===== src/rtl/mem_access.sv =====
// ---------------------------------------------------------------------------
// mem_access -- RV32I memory-access stage.
//
// Takes the effective address (alu_result) and store data (reg2_data) from
// the execute stage, runs one request/acknowledge transaction to data memory
// per load or store, and stalls the pipeline until that transaction is done.
// Load data is byte-aligned and sign/zero-extended before going to
// write-back. Misaligned accesses are flagged and never issued. An access
// that is not acknowledged within TIMEOUT_CYCLES BUSY cycles is aborted
// with a bus_error pulse.
//
// Ports
//   clk, rst             clock, synchronous active-high reset
//   ex_valid             instruction/operand inputs valid this cycle
//   instruction          current instruction (opcode [6:0], funct3 [14:12])
//   alu_result           effective byte address
//   reg2_data            store source data
//   mem_req/we/addr/wdata/wstrb   registered request to data memory
//   mem_ack, mem_rdata   memory completion and read word
//   wb_memory_read_data  extended load result (registered)
//   read_valid           wb_memory_read_data is fresh this cycle
//   stall_flag           hold PC, IF/ID and EX (combinational)
//   misaligned_flag      current load/store is misaligned (combinational)
//   bus_error            one-cycle pulse when an access times out
// ---------------------------------------------------------------------------
module mem_access #(
    parameter int unsigned TIMEOUT_CYCLES = 255
) (
    input  logic        clk,
    input  logic        rst,
    input  logic        ex_valid,
    input  logic [31:0] instruction,
    input  logic [31:0] alu_result,
    input  logic [31:0] reg2_data,
    output logic        mem_req,
    output logic        mem_we,
    output logic [31:0] mem_addr,
    output logic [31:0] mem_wdata,
    output logic [3:0]  mem_wstrb,
    input  logic        mem_ack,
    input  logic [31:0] mem_rdata,
    output logic [31:0] wb_memory_read_data,
    output logic        read_valid,
    output logic        stall_flag,
    output logic        misaligned_flag,
    output logic        bus_error
);

    localparam logic [6:0] OP_LOAD  = 7'b0000011;
    localparam logic [6:0] OP_STORE = 7'b0100011;
    // Abort on the last permitted BUSY cycle without an ack, so mem_req is
    // high for exactly TIMEOUT_CYCLES cycles.
    localparam logic [7:0] TO_LAST  = 8'(TIMEOUT_CYCLES - 1);

    typedef enum logic [1:0] {IDLE, BUSY, DONE} state_t;

    state_t      state_q;
    logic        req_q, we_q, rvalid_q, berr_q;
    logic [31:0] addr_q, wdata_q, rdata_q;
    logic [3:0]  wstrb_q;
    logic [2:0]  funct3_q;
    logic [1:0]  off_q;
    logic [7:0]  cnt_q;

    logic [6:0]  opcode;
    logic [2:0]  funct3;
    logic        is_load, is_store, mem_op, misaligned, accept;
    logic [31:0] wdata_d;
    logic [3:0]  wstrb_d;
    logic        unused_instr_bits;

    assign opcode = instruction[6:0];
    assign funct3 = instruction[14:12];
    assign unused_instr_bits = ^{instruction[31:15], instruction[11:7]};

    // Byte/halfword select at the latched offset, then extend per funct3.
    function automatic logic [31:0] load_extend(input logic [2:0]  f3,
                                                input logic [1:0]  off,
                                                input logic [31:0] word);
        logic signed [7:0]  b;
        logic signed [15:0] h;
        logic [31:0]        r;
        b = word[{off, 3'b000} +: 8];
        h = off[1] ? word[31:16] : word[15:0];
        case (f3)
            3'b000:  r = 32'(b);              // LB, sign-extended
            3'b001:  r = 32'(h);              // LH, sign-extended
            3'b100:  r = {24'd0, b};          // LBU
            3'b101:  r = {16'd0, h};          // LHU
            default: r = word;                // LW
        endcase
        return r;
    endfunction

    always_comb begin
        is_load  = (opcode == OP_LOAD) &&
                   (funct3 == 3'b000 || funct3 == 3'b001 || funct3 == 3'b010 ||
                    funct3 == 3'b100 || funct3 == 3'b101);
        is_store = (opcode == OP_STORE) &&
                   (funct3 == 3'b000 || funct3 == 3'b001 || funct3 == 3'b010);
        mem_op   = is_load || is_store;
        // funct3[1:0] encodes access size for both loads and stores.
        misaligned = ((funct3[1:0] == 2'b01) && alu_result[0]) ||
                     ((funct3[1:0] == 2'b10) && (alu_result[1:0] != 2'b00));
        accept   = ex_valid && mem_op && !misaligned;

        wdata_d = reg2_data;
        wstrb_d = 4'b1111;
        case (funct3[1:0])
            2'b00: begin
                wdata_d = {4{reg2_data[7:0]}};
                wstrb_d = 4'b0001 << alu_result[1:0];
            end
            2'b01: begin
                wdata_d = {2{reg2_data[15:0]}};
                wstrb_d = 4'b0011 << alu_result[1:0];
            end
            default: ;
        endcase
        if (!is_store) begin
            wstrb_d = 4'b0000;
        end
    end

    always_ff @(posedge clk) begin
        if (rst) begin
            state_q  <= IDLE;
            req_q    <= 1'b0;
            we_q     <= 1'b0;
            addr_q   <= '0;
            wdata_q  <= '0;
            wstrb_q  <= '0;
            rdata_q  <= '0;
            rvalid_q <= 1'b0;
            berr_q   <= 1'b0;
            funct3_q <= '0;
            off_q    <= '0;
            cnt_q    <= '0;
        end else begin
            rvalid_q <= 1'b0;
            berr_q   <= 1'b0;
            case (state_q)
                IDLE: begin
                    if (accept) begin
                        req_q    <= 1'b1;
                        we_q     <= is_store;
                        addr_q   <= {alu_result[31:2], 2'b00};
                        wdata_q  <= wdata_d;
                        wstrb_q  <= wstrb_d;
                        funct3_q <= funct3;
                        off_q    <= alu_result[1:0];
                        cnt_q    <= '0;
                        state_q  <= BUSY;
                    end
                end
                BUSY: begin
                    // Ack wins over a timeout landing in the same cycle.
                    if (mem_ack) begin
                        req_q   <= 1'b0;
                        if (!we_q) begin
                            rdata_q  <= load_extend(funct3_q, off_q, mem_rdata);
                            rvalid_q <= 1'b1;
                        end
                        state_q <= DONE;
                    end else if (cnt_q == TO_LAST) begin
                        req_q    <= 1'b0;
                        berr_q   <= 1'b1;
                        rdata_q  <= '0;
                        rvalid_q <= !we_q;
                        state_q  <= DONE;
                    end else begin
                        cnt_q <= cnt_q + 8'd1;
                    end
                end
                default: begin
                    state_q <= IDLE;
                end
            endcase
        end
    end

    assign mem_req             = req_q;
    assign mem_we              = we_q;
    assign mem_addr            = addr_q;
    assign mem_wdata           = wdata_q;
    assign mem_wstrb           = wstrb_q;
    assign wb_memory_read_data = rdata_q;
    assign read_valid          = rvalid_q;
    assign bus_error           = berr_q;
    assign stall_flag          = ((state_q == IDLE) && accept) || (state_q == BUSY);
    assign misaligned_flag     = ex_valid && mem_op && misaligned;

endmodule


===== config.mk =====
export PLATFORM = sky130hd
export DESIGN_NAME = mem_access
export DESIGN_NICKNAME = d
export VERILOG_FILES = /design/src/rtl/mem_access.sv
export SDC_FILE = /design/constraint.sdc
export NUM_CORES = 1
export LEC_CHECK = 0
export ABC_CLOCK_PERIOD_IN_PS = 2600
export CORE_AREA = 2 2 102 124
export DETAILED_ROUTE_END_ITERATION = 7
export DIE_AREA = 0 0 104 126
export HOLD_SLACK_MARGIN = 0.05
export PLACE_DENSITY = 0.85
export SLEW_MARGIN = 20
export SYNTH_ARGS = -nofsm -noshare
export SYNTH_HDL_FRONTEND = slang
export SYNTH_SLANG_ARGS = --single-unit

===== constraint.sdc =====
create_clock -name clk -period 2.6 [get_ports clk]
set_clock_uncertainty 0.05 [all_clocks]
set_input_delay 0.52 -clock clk [delete_from_list [all_inputs] [get_ports clk]]
set_output_delay 0.52 -clock clk [all_outputs]
set_load 0.03 [all_outputs]

==> results of run 1 <==
registers in the layout, summed over array words and instances, names as in the netlist:
register	cells
mem_wdata	32
wb_memory_read_data	32
mem_addr	30
cnt_q	8
mem_wstrb	4
funct3_q	3
off_q	2
state_q	2
bus_error	1
mem_req	1
mem_we	1
read_valid	1
power by group:
part           switching, µW  total, µW  internal [µW]  leakage, µW
clock network            795       2210           1420     0.000268
registers               1.58       1800           1800     0.000942
logic                    213        432            219      0.00161
layout by cell type, fill, tap and decap left out, types with 3 or more instances in the layout:
cell / synthesis / final
clkdlybuf4s50_1: 0 / 209
dfxtp_1: 117 / 117
a21oi_1: 78 / 78
o21ai_0: 69 / 69
nand3_1: 51 / 51
nand2_1: 37 / 37
buf_4: 6 / 27
nor2_1: 22 / 21
mux2i_1: 18 / 18
clkbuf_16: 0 / 17
a221o_1: 16 / 16
nand2b_1: 13 / 13
mux2_2: 9 / 9
o2111ai_1: 8 / 8
a211oi_1: 8 / 8
a311oi_1: 8 / 8
a32o_1: 8 / 8
o221ai_1: 7 / 7
o2bb2ai_1: 7 / 7
xor2_1: 5 / 5
nor3_1: 5 / 5
clkinv_2: 0 / 5
buf_12: 0 / 4
inv_1: 3 / 3
and2_1: 3 / 3
clkinvlp_4: 0 / 3
clkbuf_1: 36 / 3
area by class of cell:
cell class | instances | area [µm²] | area share (%)
Timing Repair Buffer | 242 | 2390 | 29.2
Multi-Input combinational cell | 418 | 2670 | 32.7
Inverter | 4 | 15.0 | 0.184
Tap cell | 161 | 201 | 2.46
Sequential cell | 117 | 2340 | 28.6
Clock buffer | 21 | 450 | 5.51
Clock inverter | 10 | 108 | 1.32
worst max-delay path: stages:
cell	delay (ns)
clkdlybuf4s50_1	0.51
nor4b_4	0.32
nand4_2	0.17
nor2_2	0.16
or2_2	0.12
buf_4	0.15
stage by stage:
| stage | worst slack [ns] | hold slack (ns) | util, % |
|---|---|---|---|
| 2_1_floorplan | 0.383 | 0.392 | - |
| 3_3_place_gp | 0.0412 | 0.395 | 63.9 |
| 3_5_place_dp | 0.0173 | 0.404 | 63.9 |
| 4_1_cts | 0.00295 | 0.417 | 68.6 |
| 5_1_grt | 0.00140 | 0.428 | 68.8 |
| 6_report | 0.0725 | 0.416 | 68.8 |
logic make-up after synthesis:
kind of cell / count (synthesis) / share of synthesized area, %
and+or+nand+nor: 154 / 15.5
other: 1 / 0.0709
buffers and inverters: 63 / 5.53
muxes: 28 / 5.75
AOI/OAI and AO/OA: 227 / 27.6
DFF: 117 / 44.3
xor gates and xnor gates: 5 / 0.828
adders and majority gates: 2 / 0.473
timing repair:
| action | in CTS | in global routing |
|---|---|---|
| endpoints found under the hold margin | 0 | 0 |
| setup endpoints to repair | 0 | 1 |
| setup buffers | 0 | 2 |
| resized for setup | 0 | 2 |
layer usage:
metal  global-route usage [%]  share of wire [%]  vias to the layer above
li1                         -                  -                     2638
met1                     31.0                 39                     2703
met2                     45.9                 49                      306
met3                     10.1                 10                       33
met4                     10.5                2.6                        0
met5                        0                  0                        -
cells in the mapped netlist, drive strengths merged (3+ instances only):
cell type / count / share of area [%]
a211oi: 8 / 1.1
a21oi: 79 / 7.5
a221o: 16 / 3.0
a311oi: 8 / 1.3
a32o: 8 / 1.5
and2: 3 / 0.35
buf: 23 / 2.7
clkbuf: 36 / 2.6
dfxtp: 117 / 44
inv: 3 / 0.21
mux2: 9 / 1.9
mux2i: 18 / 3.4
nand2: 37 / 2.6
nand2b: 13 / 1.5
nand3: 51 / 4.8
nand4: 3 / 0.47
nor2: 22 / 1.6
nor3: 5 / 0.47
nor4b: 3 / 1.1
o2111ai: 8 / 1.3
o21ai: 72 / 6.9
o221ai: 7 / 1.2
o2bb2ai: 7 / 1.2
xor2: 5 / 0.83
worst max path at each step:
stage / to / slack [ns]
floorplan: stall_flag / 0.38
global placement: stall_flag / 0.04
detailed placement: stall_flag / 0.02
CTS: stall_flag / 0.003
global route: stall_flag / 0.001
finish: stall_flag / 0.07
==> reports/results.ini, run 1 <==
[run_status]
status=finished, final reports clean

[synthesis]
yosys_warnings=0
synth_flop_cell=dfxtp_1
synth-seq-cells=117
synth-edff-count=0
seq_area_frac_synth_pct=44.3
synth-async-reset-ratio_pct=0
synthCells=597
syn_area_um2=5290
avgSynthCellArea_um2=8.86
synth.distinct_cells=60

[drt]
dr_total_vias=5680
drt-initial-drc-count=282
routed_wl_um=18100
dr.pass1.iters=5
ant_nets=0
vias_per_cell=5.84
wire_per_inst_um=18.6
drc=0

[sta]
fin_setup_tns_ns=0
setup_viol=0
timing.fmax_ghz=0.396
tightest_slew_ns=0.919
min_period_over_period_pct=97.2
final.min_clock_period_ns=2.53
rsz0062_at_grt=no
maxSlewHeadroom_pct=38.5
timing.final.max_slew_violations=0
hold_violations=0

[floorplanning]
die_h_um=126
io_pins=238
fp.dieW_um=104
rows=44
initial_core_util_pct=44.5
fp.coreArea_um2=11900
dieArea_um2=13100

[worst_setup_path]
cp_max_fo=3
worstPathRequired_ns=2.03
start_kind=input port
r2r_start=funct3_q[0]
arrival_ns=1.96
cp-startpoint=instruction[2]
worst_setup_path_end_kind=output port
worstReg2RegEnd=wb_memory_read_data[29]
worstSetupPathType=input port to output port
reg2regPathDepth=4
reg2reg_slack_ns=0.64

[layout]
fin_area_um2=8180
antennaDiodeCount=0
fillers=900
stdcell_count=973
layout.nets=934
area_growth_pct=54.6
drive_above_1_share_pct=10.5

[global_route]
grt_pass1_vias=5577
grt_pass1_wl_um=28800
grt_max_degree=81
antenna_found_initial=0
gr-total-overflow=0
grt_usage_pct=27.1

[hold_path]
min-delay-path-class=flip-flop to flip-flop
hold_start=wb_memory_read_data[12]
whs_endpoint=wb_memory_read_data[12]
min_path_cells=1

[clocking]
cts_tree=yes
cts_hold_buf=0
clock_path_buffers=2
numCtsBuffers=17
clock_sinks=117
clk_pin_slew_ns=0.06
insertion_delay_ns=0.40
htree_levels=4
cts-root-buf=clkbuf_16

[power_and_ir_drop]
p_leak_uw=0.00282
p_per_area_nw_per_um2=543
ir_drop_v=0.000391
p_total_uw=4440

[placed_design]
place.gp.congestion=0.853
post-place-cells=940
dpl_cell_area_um2=7600
port_buffers=213
dp_hpwl_um=12800

[flow_run]
cap_violations=0

(Power assumes the default switching activity.)
==> inputs of run 2 (changes only) <==
--- a/config.mk
+++ b/config.mk
@@ -5,12 +5,13 @@
 export SDC_FILE = /design/constraint.sdc
 export NUM_CORES = 1
 export LEC_CHECK = 0
+export ABC_AREA = 1
 export ABC_CLOCK_PERIOD_IN_PS = 2600
-export CORE_AREA = 2 2 102 124
+export CORE_AREA = 2 2 103 125
 export DETAILED_ROUTE_END_ITERATION = 7
-export DIE_AREA = 0 0 104 126
+export DIE_AREA = 0 0 105 127
 export HOLD_SLACK_MARGIN = 0.05
-export PLACE_DENSITY = 0.85
+export PLACE_DENSITY = 0.84
 export SLEW_MARGIN = 20
 export SYNTH_ARGS = -nofsm -noshare
 export SYNTH_HDL_FRONTEND = slang
==> run 2 against run 1 <==
  * Worst hold slack got worse by 0.019 ns
  * Setup slack improved by 0.015 ns
  * Critical path type unchanged
  * Largest power group unchanged
  * Clock-buffer cell count decreased by 2
  * Largest cell class unchanged
==> reports/results.ini, run 2 <==
[run_status]
status=finished, final reports clean

[worst_setup_path]
start_kind=input port
r2r_start=off_q[1]
cp_max_fo=6  ; +3
worst_setup_path_end_kind=output port
arrival_ns=1.94  ; -0.02 ns
reg2regPathDepth=7  ; +3
worstReg2RegEnd=wb_memory_read_data[13]
worstSetupPathType=input port to output port
reg2reg_slack_ns=0.52  ; -0.12 ns
worstPathRequired_ns=2.03  ; about the same

[drt]
dr.pass1.iters=8  ; +3
dr_total_vias=5942  ; +4.6%
drc=0  ; unchanged
ant_nets=0  ; unchanged
routed_wl_um=17400  ; -4.1%
drt-initial-drc-count=317  ; +12%
wire_per_inst_um=14.9  ; -20%
vias_per_cell=5.09  ; -13%

[global_route]
gr-total-overflow=0  ; unchanged
grt_pass1_wl_um=27800  ; -3.5%
grt_pass1_vias=5645  ; +1.2%
grt_usage_pct=26.0  ; -1.1 points
antenna_found_initial=0  ; unchanged
grt_max_degree=46  ; -43%

[sta]
timing.fmax_ghz=0.398  ; +0.59%
setup_viol=0  ; unchanged
final.min_clock_period_ns=2.51  ; -0.0147 ns
holdWs_ns=0.397  ; -0.0191 ns
maxSlewHeadroom_pct=57.5  ; +19 points
timing.final.max_slew_violations=0  ; unchanged
rsz0062_at_grt=no
min_period_over_period_pct=96.6  ; -0.57 points
tightest_slew_ns=0.636  ; -0.283 ns
fin_setup_tns_ns=0  ; unchanged
hold_violations=0  ; unchanged

[synthesis]
syn_area_um2=5350  ; +1.2%
yosys_warnings=0  ; unchanged
synthMostInstantiatedCell=nand2_1
synth-async-reset-ratio_pct=0  ; unchanged
synth.top_cell.area_share_pct=43.8  ; -0.51 points
synth_flop_cell=dfxtp_1
synth-seq-cells=117  ; unchanged
synthTopCellsByCount=nand2_1 (197), nor2_1 (138), dfxtp_1 (117), a21oi_1 (61), inv_1 (50)
avgSynthCellArea_um2=6.79  ; -23%
synthCells=788  ; +32%
synth.distinct_cells=33  ; -45%
synthTopCellsByArea=dfxtp_1 (44%), nand2_1 (14%), nor2_1 (9.7%)
seq_area_frac_synth_pct=43.8  ; -0.51 points
synth-edff-count=0  ; unchanged
yosys.area.top_type=dfxtp_1

[hold_path]
hold_start=cnt_q[5]
min-delay-path-class=flip-flop to flip-flop
whs_endpoint=cnt_q[5]
min_path_cells=2  ; +1

[power_and_ir_drop]
ir_drop_v=0.000402  ; +2.9%
p_per_area_nw_per_um2=547  ; +0.66%
p_leak_uw=0.00336  ; +19%

[floorplanning]
rows=44  ; unchanged
die_h_um=127  ; +0.79%
dieArea_um2=13300  ; +1.8%
io_pins=238  ; unchanged
fp.dieW_um=105  ; +0.96%
initial_core_util_pct=44.6  ; +0.10 points
fp.coreArea_um2=12000  ; +0.93%

[layout]
antennaDiodeCount=0  ; unchanged
fillers=1030  ; +14%
area_growth_pct=53.8
drive_above_1_share_pct=7.25  ; -3.2 points
layout.nets=1128  ; +21%
fin_util_pct=68.6  ; -0.20 points
layout_common_cells=clkdlybuf4s50_1 (210), nand2_1 (195), nor2_1 (138), dfxtp_1 (117), a21oi_1 (61)
final_common_cell=clkdlybuf4s50_1

[clocking]
clock_path_buffers=2  ; unchanged
numCtsBuffers=17  ; unchanged
clk_pin_slew_ns=0.05  ; about the same
htree_levels=4  ; unchanged
cts_tree=yes
cts-root-buf=clkbuf_16
post_cts_buffers=0  ; unchanged
insertion_delay_ns=0.41  ; about the same
clock_sinks=117  ; unchanged

[placed_design]
dp_hpwl_um=12600  ; -1.1%
port_buffers=213  ; unchanged
place.gp.congestion=0.938  ; +10%

[flow_run]
cap_violations=0  ; unchanged

==> run 2: how the worst max path moves through the flow <==
stage / from / to / slack (ns)
3_3_place_gp: instruction[13] / stall_flag / 0.1
6_report: instruction[13] / stall_flag / 0.09
4_1_cts: instruction[13] / stall_flag / 0.06
5_1_grt: instruction[13] / stall_flag / 0.007
3_5_place_dp: instruction[13] / stall_flag / 0.06
2_1_floorplan: instruction[2] / stall_flag / 0.42
==> run 2: cell families after synthesis <==
group	synth area share [%]
AO/OA/AOI/OAI	16.0
XOR/XNOR	0.655
adder cells (fa/ha/maj)	0.467
buffers and inverters	8.63
flip-flops	43.8
other	0.0701
AND/OR/NAND/NOR	30.4
==> run 2: area by class of cell <==
cell class | count | area [µm²] | share of cell area, %
repair buffers | 233 | 2310 | 28.1
clock buffers | 19 | 453 | 5.50
multi-input cells | 568 | 2560 | 31.2
clock inverters | 13 | 146 | 1.78
inverters | 57 | 214 | 2.60
flip-flops and latches | 117 | 2340 | 28.5
well taps | 161 | 201 | 2.45
==> run 2: critical path, cell delays in order <==
cell and delay, ns:
clkdlybuf4s50_1 0.62, inv_2 0.09, nand2_1 0.10, o21ai_2 0.07, nor2_1 0.17, nand3_4 0.13, nand2_2 0.11, buf_12 0.12
==> run 2: timing repair <==
item / 4_1_cts / 5_1_grt
setup endpoints to repair: 0 / 1
resized for setup: 0 / 3
hold buffers: 0 / 0
==> run 2: power breakdown <==
part | switching, µW | total (µW) | internal, µW
Combinational | 165 | 357 | 193
Clock | 873 | 2350 | 1470
Sequential | 2.18 | 1800 | 1800
==> run 2: metal layers <==
layer / up-vias / track usage [%] / routed length (µm)
li1: 2955 / - / -
met2: 300 / 44.1 / 8360
met4: 0 / 9.96 / 459
met3: 37 / 9.54 / 1840
met5: - / 0 / 0
met1: 2650 / 29.9 / 6750
==> run 2: through the flow <==
stage          instances  setup WS (ns)  power (µW)  area [µm²]
2_1_floorplan        789          0.420        1970        5360
3_3_place_gp        1136         0.0970        2190        7620
3_5_place_dp        1136         0.0646        2190        7620
4_1_cts             1168         0.0604        4530        8220
5_1_grt             1168        0.00662        4630        8230
6_report            1168         0.0873        4500        8230
